`src/rtl/mining_scheduler.sv`:
```
// Round-robin scheduler sharing one mine_block between two players; owns chain head and block count.
// Optional MINE watchdog with block_abort output: define MINING_SCHED_TIMEOUT_EN.
//   state  | meaning
//   IDLE   | arbitrate requests, latch winner, pulse its ack
//   LOAD   | hold miner in synchronous reset for RST_CYCLES cycles
//   MINE   | miner enabled; wait for done_mining (ignored in first cycle)
//   COMMIT | publish block, bump count
module mining_scheduler #(
    parameter logic [7:0]  GENESIS_HASH   = 8'h00,
    parameter int unsigned RST_CYCLES     = 3
`ifdef MINING_SCHED_TIMEOUT_EN
    , parameter logic [31:0] TIMEOUT_CYCLES = 32'd1000000
`endif
) (
    input  logic       clock,
    input  logic       resetn,
    input  logic       p1_req,
    input  logic [7:0] p1_signature,
    input  logic [7:0] p1_amount,
    input  logic       p1_direction,
    output logic       p1_ack,
    input  logic       p2_req,
    input  logic [7:0] p2_signature,
    input  logic [7:0] p2_amount,
    input  logic       p2_direction,
    output logic       p2_ack,
    output logic       mine_resetn,
    output logic       mine_enable,
    output logic [7:0] mine_previous_hash,
    output logic [7:0] mine_signature,
    output logic [7:0] mine_amount,
    output logic       mine_direction,
    input  logic       mine_done,
    input  logic [7:0] mine_hash,
    output logic       block_valid,
    output logic [7:0] block_hash,
    output logic       block_owner,
    output logic [7:0] block_count,
`ifdef MINING_SCHED_TIMEOUT_EN
    output logic       block_abort,
`endif
    output logic       busy
);

    localparam int unsigned LOAD_W = (RST_CYCLES > 1) ? $clog2(RST_CYCLES) : 1;

    typedef enum logic [1:0] {
        S_IDLE   = 2'd0,
        S_LOAD   = 2'd1,
        S_MINE   = 2'd2,
        S_COMMIT = 2'd3
    } state_t;

    state_t            r_state;
    state_t            w_state_nxt;
    logic [LOAD_W-1:0] r_load_cnt;
    logic              r_mine_settled;
    logic [7:0]        r_chain_head;
    logic [7:0]        r_block_hash;
    logic              r_block_owner;
    logic [7:0]        r_block_count;
    logic              r_cur_owner;
    logic              r_rr_ptr;
    logic [7:0]        r_signature;
    logic [7:0]        r_amount;
    logic              r_direction;

    logic              w_grant_p1;
    logic              w_grant_p2;
    logic              w_done_ok;
    logic              w_timeout;

`ifdef MINING_SCHED_TIMEOUT_EN
    logic [31:0]       r_to_cnt;
    logic              r_block_abort;

    assign w_timeout   = (r_state == S_MINE) && !w_done_ok &&
                         (r_to_cnt == (TIMEOUT_CYCLES - 32'd1));
    assign block_abort = r_block_abort;

    always_ff @(posedge clock or negedge resetn) begin
        if (!resetn) begin
            r_to_cnt      <= 32'd0;
            r_block_abort <= 1'b0;
        end else begin
            r_to_cnt      <= (r_state == S_MINE) ? r_to_cnt + 32'd1 : 32'd0;
            r_block_abort <= w_timeout;
        end
    end
`else
    assign w_timeout = 1'b0;
`endif

    // pointer = 0 favours p1 when both request
    assign w_grant_p1 = (r_state == S_IDLE) && p1_req && (!p2_req || !r_rr_ptr);
    assign w_grant_p2 = (r_state == S_IDLE) && p2_req && (!p1_req ||  r_rr_ptr);
    assign w_done_ok  = (r_state == S_MINE) && r_mine_settled && mine_done;

    always_comb begin
        w_state_nxt = r_state;
        mine_resetn = 1'b0;
        mine_enable = 1'b0;
        block_valid = 1'b0;
        busy        = 1'b1;
        case (r_state)
            S_IDLE: begin
                busy = 1'b0;
                if (w_grant_p1 || w_grant_p2) begin
                    w_state_nxt = S_LOAD;
                end
            end
            S_LOAD: begin
                if (r_load_cnt == '0) begin
                    w_state_nxt = S_MINE;
                end
            end
            S_MINE: begin
                mine_resetn = 1'b1;
                mine_enable = 1'b1;
                if (w_done_ok) begin
                    w_state_nxt = S_COMMIT;
                end else if (w_timeout) begin
                    w_state_nxt = S_IDLE;
                end
            end
            S_COMMIT: begin
                block_valid = 1'b1;
                w_state_nxt = S_IDLE;
            end
            default: begin
                w_state_nxt = S_IDLE;
            end
        endcase
    end

    always_ff @(posedge clock or negedge resetn) begin
        if (!resetn) begin
            r_state        <= S_IDLE;
            r_load_cnt     <= '0;
            r_mine_settled <= 1'b0;
            r_chain_head   <= GENESIS_HASH;
            r_block_hash   <= 8'h00;
            r_block_owner  <= 1'b0;
            r_block_count  <= 8'h00;
            r_cur_owner    <= 1'b0;
            r_rr_ptr       <= 1'b0;
            r_signature    <= 8'h00;
            r_amount       <= 8'h00;
            r_direction    <= 1'b0;
        end else begin
            r_state        <= w_state_nxt;
            r_mine_settled <= (r_state == S_MINE);
            if (w_grant_p1) begin
                r_signature <= p1_signature;
                r_amount    <= p1_amount;
                r_direction <= p1_direction;
                r_cur_owner <= 1'b0;
                r_rr_ptr    <= 1'b1;
                r_load_cnt  <= LOAD_W'(RST_CYCLES - 1);
            end else if (w_grant_p2) begin
                r_signature <= p2_signature;
                r_amount    <= p2_amount;
                r_direction <= p2_direction;
                r_cur_owner <= 1'b1;
                r_rr_ptr    <= 1'b0;
                r_load_cnt  <= LOAD_W'(RST_CYCLES - 1);
            end else if ((r_state == S_LOAD) && (r_load_cnt != '0)) begin
                r_load_cnt <= r_load_cnt - 1'b1;
            end
            // hash and count update together so they are already valid in COMMIT
            if (w_done_ok) begin
                r_chain_head  <= mine_hash;
                r_block_hash  <= mine_hash;
                r_block_owner <= r_cur_owner;
                r_block_count <= r_block_count + 8'd1;
            end
        end
    end

    // acks are gated by reset so a held request cannot leak an ack while in reset
    assign p1_ack             = w_grant_p1 & resetn;
    assign p2_ack             = w_grant_p2 & resetn;
    assign mine_previous_hash = r_chain_head;
    assign mine_signature     = r_signature;
    assign mine_amount        = r_amount;
    assign mine_direction     = r_direction;
    assign block_hash         = r_block_hash;
    assign block_owner        = r_block_owner;
    assign block_count        = r_block_count;

endmodule

```
`config.mk`:
```
export PLATFORM = sky130hd
export DESIGN_NAME = mining_scheduler
export DESIGN_NICKNAME = d
export VERILOG_FILES = /design/src/rtl/mining_scheduler.sv
export SDC_FILE = /design/constraint.sdc
export NUM_CORES = 1
export LEC_CHECK = 0
export BUFFER_PORTS_ARGS = -buffer_cell sky130_fd_sc_hd__buf_2
export CAP_MARGIN = 20
export CORE_UTILIZATION = 45
export CTS_CLUSTER_DIAMETER = 50
export CTS_CLUSTER_SIZE = 40
export DETAILED_ROUTE_END_ITERATION = 12
export PLACE_DENSITY_LB_ADDON = 0.05
export SLEW_MARGIN = 10
export SYNTH_ARGS = -nofsm -noshare
export SYNTH_HDL_FRONTEND = slang
export SYNTH_SLANG_ARGS = --single-unit
```
`constraint.sdc`:
```
create_clock -name clock -period 4.9 [get_ports clock]
set_input_delay 0.49 -clock clock [delete_from_list [all_inputs] [get_ports clock]]
set_output_delay 0.49 -clock clock [all_outputs]
set_load 0.02 [all_outputs]
```
After elaboration in Yosys (flattened, before gate mapping)
Cells that the tools add are included.
{ "word_totals": {"reg_bits": 41, "inputBits": 47, "out_inout_bits": 48, "elab_cells": 60} }
{ "op_classes": {"n_addsub": 2, "n_eq_ne": 6, "muxes": 20, "bitwise": 2, "n_reduce_logical": 19} }
{ "op_table": {"columns": ["op", "count"], "rows": [
  ["$mux W8", 4],
  ["$mux W2", 6],
  ["$mux W1", 9],
  ["$add A8 B1 Y8 const B", 1],
  ["$pmux W2 S4", 1],
  ["$logic_and A1 B1 Y1", 7],
  ["$eq A2 B2 Y1 const B", 2],
  ["$logic_not A2 Y1", 2],
  ["$ne A2 B2 Y1 const B", 2],
  ["$reduce_bool A2 Y1", 2],
  ["$logic_not A1 Y1", 3],
  ["$logic_or A1 B1 Y1", 3],
  ["$reduce_and A3 Y1", 1],
  ["$reduce_bool A3 Y1", 1],
  ["$and A1 B1 Y1", 2],
  ["$eq A2 B1 Y1 const B", 1],
  ["$ne A2 B1 Y1 const B", 1],
  ["$sub A2 B1 Y2 const B", 1]
]} }

Depth between registers and ports, before layout
Gate-level depths: netlist (run 1).
{ "logic_depth": {"depth_word": 6, "ltp_mapped": 7, "ltp_nobuf": 5} }

Worst setup path before layout (run 1)
Ideal clock, no wire load.
{ "synth_path": {"kind": "reg-to-output", "startpoint": "register r_state[0]", "endpoint": "output port p2_ack", "arrival_ns": 1.481, "setup_slack_ns": 2.929, "path_stages_with_launch": 6, "path_cell_list": "dfrtp_1 -> inv_1 -> ha_1 -> clkbuf_1 -> nand3_1 -> a21oi_1"} }
{ "synth_between": {"elab_chain_cells": 4} }
{ "synth_rtl": {"columns": ["item", "line_no", "text"], "rows": [
  ["from (decl)", "54", "state_t r_state;"],
  ["from (signal assigned)", "151", "r_state <= w_state_nxt;"],
  ["$logic_not A2 Y1", "96", "assign w_grant_p2 = (r_state == S_IDLE) && p2_req && (!p1_req || r_rr_ptr);"],
  ["$logic_and A1 B1 Y1 (2 in a row)", "96", null],
  ["$and A1 B1 Y1", "182", "assign p2_ack = w_grant_p2 & resetn;"],
  ["to (decl)", "26", "output logic p2_ack,"]
]} }
Every way passes these cells.

Worst setup path in the final report (run 1)
{ "layout_path": {"startpoint": "register r_state[0]", "endpoint": "output port p1_ack"} }
{ "layout_between": {"elab_chain_cells": 4} }
{ "layout_rtl": {"columns": ["item", "line_no", "text"], "rows": [
  ["$logic_not A2 Y1", "95", "assign w_grant_p1 = (r_state == S_IDLE) && p1_req && (!p2_req || !r_rr_ptr);"],
  ["$logic_and A1 B1 Y1 (2 in a row)", "95", null],
  ["$and A1 B1 Y1", "181", "assign p1_ack = w_grant_p1 & resetn;"],
  ["to (decl)", "21", "output logic p1_ack,"]
]} }
Every way passes these cells.

==> impl_metrics.yaml, run 1 <==
run_status:
  status: "complete, no violations"
cts:
  post_cts_buffers: 0
  clk_path_buf_depth: 2
  hold_buffers: 0
  cts_root_buf: "clkbuf_8"
  clkTransAtPathRegs_ps: 80
  h-tree-depth: 2
  cts_tree: "yes"
  cts-resized-gates: 0
  clock_latency_ps: 280
  clock_sinks: 41
  cts_buffers: 5
logic_synthesis:
  yosysWarnings: 0
  yosys.area.top_type: "dfrtp_1"
  syn_avg_cell_area_um2: 9.53
  ys.flop_type: "dfrtp_1"
  syn-num-nets: 271
  synth_area_um2: 2070
  ys_seq_area_share_pct: 49.6
  synth_enable_flop_cells: 0
  synth.top_cell.area_share_pct: 49.6
  synthArstFlopShare_pct: 100
  synth-seq-cells: 41
  synth_cell_types: 31
  synthCells: 217
  yosys-top-cells-area: "dfrtp_1, o2111ai_1, nand2_1, a31oi_1, buf_4"
critical_path:
  slowest_delay_ps: 720
  critPathKind: "register to output port"
  end_kind: "output port"
  path_cells: "inv_1, ha_1, nand2_1, nor2_1, and2_1, buf_2"
  cp_slowest_cell: "ha_1"
  reg2reg_setup_slack_ps: 2460
  cp-startpoint: "r_state[0]"
  path_max_fanout: 24
  rr_worst_depth: 5
  rr_endpoint: "mine_amount[5]"
  cp.arrival_ps: 2720
  worstReg2RegStart: "r_state[0]"
  critPathLaunchType: "register"
  worstPathRequired_ps: 4410
pwr:
  p_leak_nw: 1.30
  power.total_mw: 1.69
  power.density_nw_per_um2: 650
  vdd_drop_max_mv: 0.281
placement:
  port_buffers: 94
  place_hpwl_mm: 3.27
  gp_congestion: 0.801
  dpl_cell_area_um2: 2460
  dp_slack_ps: 1980
sta:
  rsz0062_at_grt: "no"
  clock_skew_ps: 2.92
  slew_viol_final: 0
  setup_viol_count_final: 0
  setup_slack_ps: 1690
  slew_headroom_pct: 44.6
  fmax_mhz: 311
  hold_violations: 0
  fin_crit_sh_pct: 65.5
  min_period_ps: 3210
  worstMarginPinSlew_ps: 831
  tns_ps: 0
floorplan:
  core_um2: 4380
  die_y_um: 69.8
  fp.dieArea_um2: 4870
  start_util_pct: 47.2
  rows: 24
  pin_count: 95
  die_x_um: 69.8
global_route:
  grt_pass1_wl_mm: 7.79
  antenna_found_initial: 0
  grt_pass1_vias: 1705
  grt_overflow_total: 0
  gr-usage-all-layers_pct: 19.6
  grt_max_degree: 37
routing:
  dr_total_vias: 1888
  post_drt_wl_per_cell_um: 13.3
  drt_iter0_drc: 75
  wl_mm: 4.65
  ant_nets: 0
  routed_via_density: 5.41
  dr.pass1.iters: 4
  drc: 0
layout:
  drive_gt1_share_pct: 36.4
  mostFrequentLayoutCell: "buf_2"
  seq_area_um2: 1030
  antenna_cells: 0
  finalInstanceArea_um2: 2600
  multi_input_area_um2: 870
  final_cell_mix: "buf_2, dfrtp_1, nand2_1"
  fin_util_pct: 59.2
  nets: 350
  syn2layout_area_growth_pct: 25.5
  n_fill_cell: 420
min_path:
  hold_path.class: "input pin to async pin"
flow_run:
  maxCapViolations: 0
## metal layers
layer | vias to the layer above | GRT usage (%) | share of wire (%)
li1 | 926 | - | -
met1 | 882 | 25.4 | 44
met2 | 74 | 32.4 | 49
met3 | 6 | 4.22 | 6.2
met4 | 0 | 6.44 | 1.1
met5 | - | 0 | 0
## through the flow
| stage | hold slack [ps] | instances |
|---|---|---|
| final | 131 | 349 |
| after global routing | 153 | 349 |
| after CTS | 145 | 348 |
| after detailed placement | 452 | 340 |
| after global placement | 450 | 340 |
| after floorplan | 194 | 217 |
## state kept, by name, indices dropped and copies added (netlist names)
signal,flops
block_count,8
r_cur_owner,1
block_owner,1
r_mine_settled,1
r_rr_ptr,1
mine_signature,8
r_load_cnt,2
mine_amount,8
r_state,2
mine_direction,1
block_hash,8
## worst max-delay path by stage
stage	endpoint	depth (start not counted)
6_report	p1_ack	6
5_1_grt	p1_ack	6
4_1_cts	p1_ack	6
3_5_place_dp	p1_ack	6
3_3_place_gp	p1_ack	6
2_1_floorplan	p2_ack	5
## cell usage after synthesis (2+ instances only)
master and count:
and2_1 2, nand2_1 33, nor2_1 22, o2111ai_1 17, inv_2 2, dfrtp_1 41, a21oi_1 3, xnor2_1 5
ha_1 7, nand4_1 3, buf_4 13, o21ai_0 2, xor2_1 3, o21ai_1 15, nor3_1 2, nand3_1 2
buf_2 6, inv_1 5, clkbuf_1 5, and3_1 2, a31oi_1 17
## logic make-up after synthesis
kind of cell,after synthesis,share of synthesized area (%)
flip-flops,41,49.6
AND/OR/NAND/NOR,70,14.5
adder cells (fa/ha/maj),7,4.23
multiplexers,1,0.544
XOR/XNOR,8,3.39
AO/OA/AOI/OAI,59,19.4
buffers and inverters,31,8.35
## where the power goes
group / switching, mW / internal [mW] / leakage [nW]
Sequential: 0.0912 / 0.486 / 0.492
Clock: 0.113 / 0.166 / 0.0585
Combinational: 0.543 / 0.289 / 0.750
## final cells by class
class / count / share of cell area (%)
Clock inverter: 1 / 1.16
Sequential cell: 41 / 39.5
Inverter: 7 / 1.01
Tap cell: 52 / 2.51
Timing Repair Buffer: 96 / 19.0
Clock buffer: 7 / 3.33
Multi-Input combinational cell: 145 / 33.5
## worst max-delay path: cells and delay by family (launching register included)
family	cells	cell delay, ps
adder cells (fa/ha/maj)	1	720
buffers and inverters	2	270
flip-flops	1	410
AND/OR/NAND/NOR	3	1030
No activity file was read; power rests on OpenSTA's default activity.
==> inputs of run 2 (changes only) <==
clock period = 3.1 ns   (was 4.9 ns; I/O delays follow)
==> impl_metrics.yaml, run 2 (synthesis gave the netlist of run 1 again) <==
run_status:
  status: "complete, no violations"
critical_path:
  cp.arrival_ps: 2130
  critPathKind: "register to output port"
  crit_family: "buffers and inverters"
  cp_num_buf_inv: 3
  end_kind: "output port"
  cp_slowest_cell: "ha_1"
  path_cells: "inv_1, ha_1, buf_4, nand2_1, nor2_1, and2_1, buf_2"
  slowest_delay_ps: 520
  worstPathRequired_ps: 2790
  worstReg2RegStart: "r_state[0]"
  critPathLaunchType: "register"
  crit_end: "p1_ack"
  rr_worst_depth: 6
  rr_endpoint: "mine_signature[0]"
  path_max_fanout: 15
  reg2reg_setup_slack_ps: 1000
  path_depth: 7
  cp-startpoint: "r_state[0]"
global_route:
  use_met2_pct: 34.0
  grt_pass1_vias: 1758
  gr-usage-all-layers_pct: 20.4
  grt_busiest_layer: "met2"
  grt_max_degree: 36
  grt_overflow_total: 0
  use_met3_pct: 4.07
  antenna_found_initial: 0
  grt_pass1_wl_mm: 8.09
  globalRouteMet1Util_pct: 27.5
placement:
  gp_congestion: 0.851
  place_hpwl_mm: 3.36
  port_buffers: 94
  dpl_cell_area_um2: 2490
layout:
  mostFrequentLayoutCell: "buf_2"
  final_cell_mix: "buf_2, dfrtp_1, nand2_1"
  drive_gt1_share_pct: 37.2
  nets: 354
  finalInstanceArea_um2: 2630
  antenna_cells: 0
  syn2layout_area_growth_pct: 26.9
sta:
  slew_headroom_pct: 62.4
  hold_ws_ps: 203
  fmax_mhz: 409
  min_period_ps: 2440
  clock_skew_ps: 12.2
  tns_ps: 0
  rsz0062_at_grt: "no"
  worstMarginPinSlew_ps: 563
  slew_viol_final: 0
  hold_violations: 0
  setup_viol_count_final: 0
  fin_crit_sh_pct: 78.9
floorplan:
  core_um2: 4380
  rows: 24
  start_util_pct: 47.2
  pin_count: 95
  die_x_um: 69.8
  die_y_um: 69.8
  fp.dieArea_um2: 4870
cts:
  post_cts_buffers: 0
  clock_sinks: 41
  cts_tree: "yes"
  cts_buffers: 5
  h-tree-depth: 2
  clk_path_buf_depth: 2
  cts_root_buf: "clkbuf_8"
  cts-resized-gates: 0
  clock_latency_ps: 290
  clkTransAtPathRegs_ps: 90
pwr:
  clkPwrFrac_pct: 16.7
  p_leak_nw: 1.32
  switching_share_pct: 44.4
  p_sw_mw: 1.19
  power.total_mw: 2.69
  comb_power_share_pct: 49.6
  internal-power_mw: 1.50
  power.density_nw_per_um2: 1030
  seqPwrFrac_pct: 33.7
  vdd_drop_max_mv: 0.432
flow_run:
  maxCapViolations: 0
routing:
  ant_nets: 0
  drc: 0
  drt_iter0_drc: 75
  dr_total_vias: 1814
  wl_mm: 4.77
  dr.pass1.iters: 4
  routed_via_density: 5.14
  post_drt_wl_per_cell_um: 13.5
min_path:
  hp-start: "mine_hash[7]"
  hold_path.class: "input pin to register"
[run 2: changes by cell type in the layout (fill, tap and decap cells not counted), sizes merged]
cell         change
buf              +3
dlygate4sd3      +1
clkinvlp         +1
clkbuf           -1
[run 2: how the worst min path moves through the flow]
stage | end | slack [ps] | depth (start not counted)
after global routing | block_hash[0] | 210 | 3
after detailed placement | mine_direction | 190 | 1
final | block_hash[7] | 200 | 3
after floorplan | block_count[0] | 10 | 0
after CTS | block_hash[7] | 190 | 3
after global placement | mine_amount[5] | 180 | 1
[run 2: stage by stage]
step	instances	setup WS, ps	utilization (%)
2_1_floorplan	217	1290	-
3_3_place_gp	344	1010	56.9
3_5_place_dp	344	930	56.9
4_1_cts	353	619	59.9
5_1_grt	353	484	59.9
6_report	353	656	59.9
[run 2: routing by layer]
metal	share of wire, %	vias up
li1	-	927
met5	0	-
met2	48	57
met4	0.63	0
met1	46	825
met3	5.1	5
[run 2: power groups by stage]
stage                     Clock (mW)  Sequential [mW]  Combinational [mW]
final                          0.450            0.909                1.33
after global routing           0.479            0.941                1.47
after floorplan                    0             1.14               0.771
after global placement             0            0.916                1.32
after CTS                      0.462            0.910                1.35
after detailed placement           0            0.917                1.35
[run 2: layout make-up]
| cell class | instances | area, um^2 |
|---|---|---|
| Fill cell | 429 | 1760 |
| Sequential cell | 41 | 1030 |
| Multi-Input combinational cell | 145 | 870 |
| Timing Repair Buffer | 100 | 518 |
| Clock buffer | 6 | 82.6 |
| Tap cell | 52 | 65.1 |
| Clock inverter | 2 | 37.5 |
| Inverter | 7 | 26.3 |
[run 2: worst register-to-register path, stage by stage, from the launching register on]
cell and delay, ps:
dfrtp_1 420, inv_1 130, ha_1 520, o21a_1 400, buf_4 340, nor2_1 70
a31oi_1 150
[run 2: timing repair]
action                                 in CTS  in global routing
endpoints found under the hold margin       6                  0
setup endpoints to repair                   0                  0
hold buffers                                1                  0
==> inputs of run 3 (changes only) <==
ABC_AREA = 1   (was not set)
CORE_UTILIZATION = 43   (was 45)
clock period = 2.2 ns   (was 3.1 ns; I/O delays follow)
==> impl_metrics.yaml, run 3 <==
floorplan:
  rows: 25
  die_y_um: 73.6
  core_um2: 4820
  die_x_um: 73.6
  fp.dieArea_um2: 5420
  pin_count: 95
  start_util_pct: 45.8
logic_synthesis:
  synthTopCellsByCount: "nand2_1, inv_1, dfrtp_1, nand3_1, buf_4"
  ys_seq_area_share_pct: 46.5
  yosys-top-cells-area: "dfrtp_1, nand2_1, nand3_1, inv_1, ha_1"
  syn-num-nets: 342
  synth_enable_flop_cells: 0
  synth_most_common_cell: "nand2_1"
  syn_avg_cell_area_um2: 7.65
  yosysWarnings: 0
  yosys.area.top_type: "dfrtp_1"
  synth_area_um2: 2200
  synthCells: 288
  synthArstFlopShare_pct: 100
  ys.flop_type: "dfrtp_1"
  synth_cell_types: 23
  synth-seq-cells: 41
  synth.top_cell.area_share_pct: 46.5
pwr:
  vdd_drop_max_mv: 0.552
  power.total_mw: 3.61
  power.density_nw_per_um2: 1320
  p_leak_nw: 1.72
global_route:
  use_met3_pct: 3.70
  grt_busiest_layer: "met2"
  grt_pass1_wl_mm: 7.56
  antenna_found_initial: 0
  gr-usage-all-layers_pct: 18.2
  grt_overflow_total: 0
  grt_pass1_vias: 1777
  globalRouteMet1Util_pct: 22.3
  grt_max_degree: 42
  use_met2_pct: 31.3
routing:
  dr.pass1.iters: 4
  dr_total_vias: 1992
  drc: 0
  routed_via_density: 4.48
  post_drt_wl_per_cell_um: 10.3
  wl_mm: 4.59
  drt_iter0_drc: 54
  ant_nets: 0
sta:
  hold_violations: 0
  setup_viol_count_final: 0
  min_period_ps: 2030
  fmax_mhz: 493
  worstMarginPinSlew_ps: 517
  tns_ps: 0
  hold_ws_ps: 34.4
  clock_skew_ps: 7.30
  slew_viol_final: 0
  setup_slack_ps: 173
  rsz0062_at_grt: "no"
  slew_headroom_pct: 65.6
  fin_crit_sh_pct: 92.1
placement:
  dp_slack_ps: 280
  gp_congestion: 0.757
  place_hpwl_mm: 3.52
  placed_cells: 437
  dpl_cell_area_um2: 2660
  port_buffers: 94
critical_path:
  slowest_delay_ps: 420
  cp.arrival_ps: 1810
  worstPathRequired_ps: 1980
  critPathLaunchType: "register"
  critPathKind: "register to output port"
  cp_slowest_cell: "dfrtp_1"
  end_kind: "output port"
  path_max_fanout: 10
  path_cells: "inv_1, ha_1, nand2_2, o21bai_1, nor2_1, buf_2"
layout:
  finalInstanceArea_um2: 2740
  n_fill_cell: 515
  syn2layout_area_growth_pct: 24.2
  fin_util_pct: 56.8
  antenna_cells: 0
  final_cells: 445
  drive_gt1_share_pct: 29.4
  nets: 431
  final_cell_mix: "nand2_1, buf_2, inv_1"
  mostFrequentLayoutCell: "nand2_1"
run_status:
  status: "complete, no violations"
cts:
  h-tree-depth: 2
  cts-resized-gates: 0
  clock_sinks: 41
  post_cts_buffers: 0
  cts_buffers: 5
  cts_root_buf: "clkbuf_8"
  hold_buffers: 0
  cts_tree: "yes"
  clk_path_buf_depth: 2
  clock_latency_ps: 280
  clkTransAtPathRegs_ps: 70
flow_run:
  maxCapViolations: 0
min_path:
  hold_path.class: "input pin to async pin"
run 3: kinds of logic after synthesis:
group | Yosys count | synth area share [%]
and+or+nand+nor | 155 | 29.6
AOI/OAI and AO/OA | 8 | 1.93
adders and majority gates | 7 | 3.97
buffers and inverters | 72 | 15.9
DFF | 41 | 46.5
xor gates and xnor gates | 5 | 1.99
run 3: area by class of cell:
class	instances	area (um^2)	share of cell area, %
Timing Repair Buffer	100	515	18.8
Inverter	54	203	7.40
Clock buffer	8	80.1	2.93
Sequential cell	41	1030	37.5
Multi-Input combinational cell	175	830	30.3
Tap cell	67	83.8	3.06
run 3: worst max-delay path: cells and delay by family, from the launching register on:
family          cells  cell delay, ps
flops               1             420
fa+ha+maj           1             300
simple gates        2             300
compound gates      1             220
buf+inv             2             290
run 3: path summary, 6_finish.rpt:
check | slack [ps] | startpoint | cells after the start | endpoint
max | 170 | r_state[0] | 6 | p2_ack
min | 30 | resetn | 2 | block_count[5]
max reg2reg | 390 | r_state[0] | 7 | mine_signature[4]
min reg2reg | 490 | block_hash[7] | 2 | block_hash[7]
max in group asynchronous | 1810 | resetn | 2 | block_count[6]
min in group clock | 130 | mine_hash[7] | 3 | block_hash[7]
run 3: per-layer routing:
metal	up-vias	part of all wire (%)
li1	1037	-
met5	-	0
met4	0	1.3
met3	5	5.1
met2	58	47
met1	892	46
run 3: power by group:
part / internal (mW) / switching [mW]
combinational: 0.638 / 1.21
sequential: 1.08 / 0.208
clock: 0.225 / 0.239
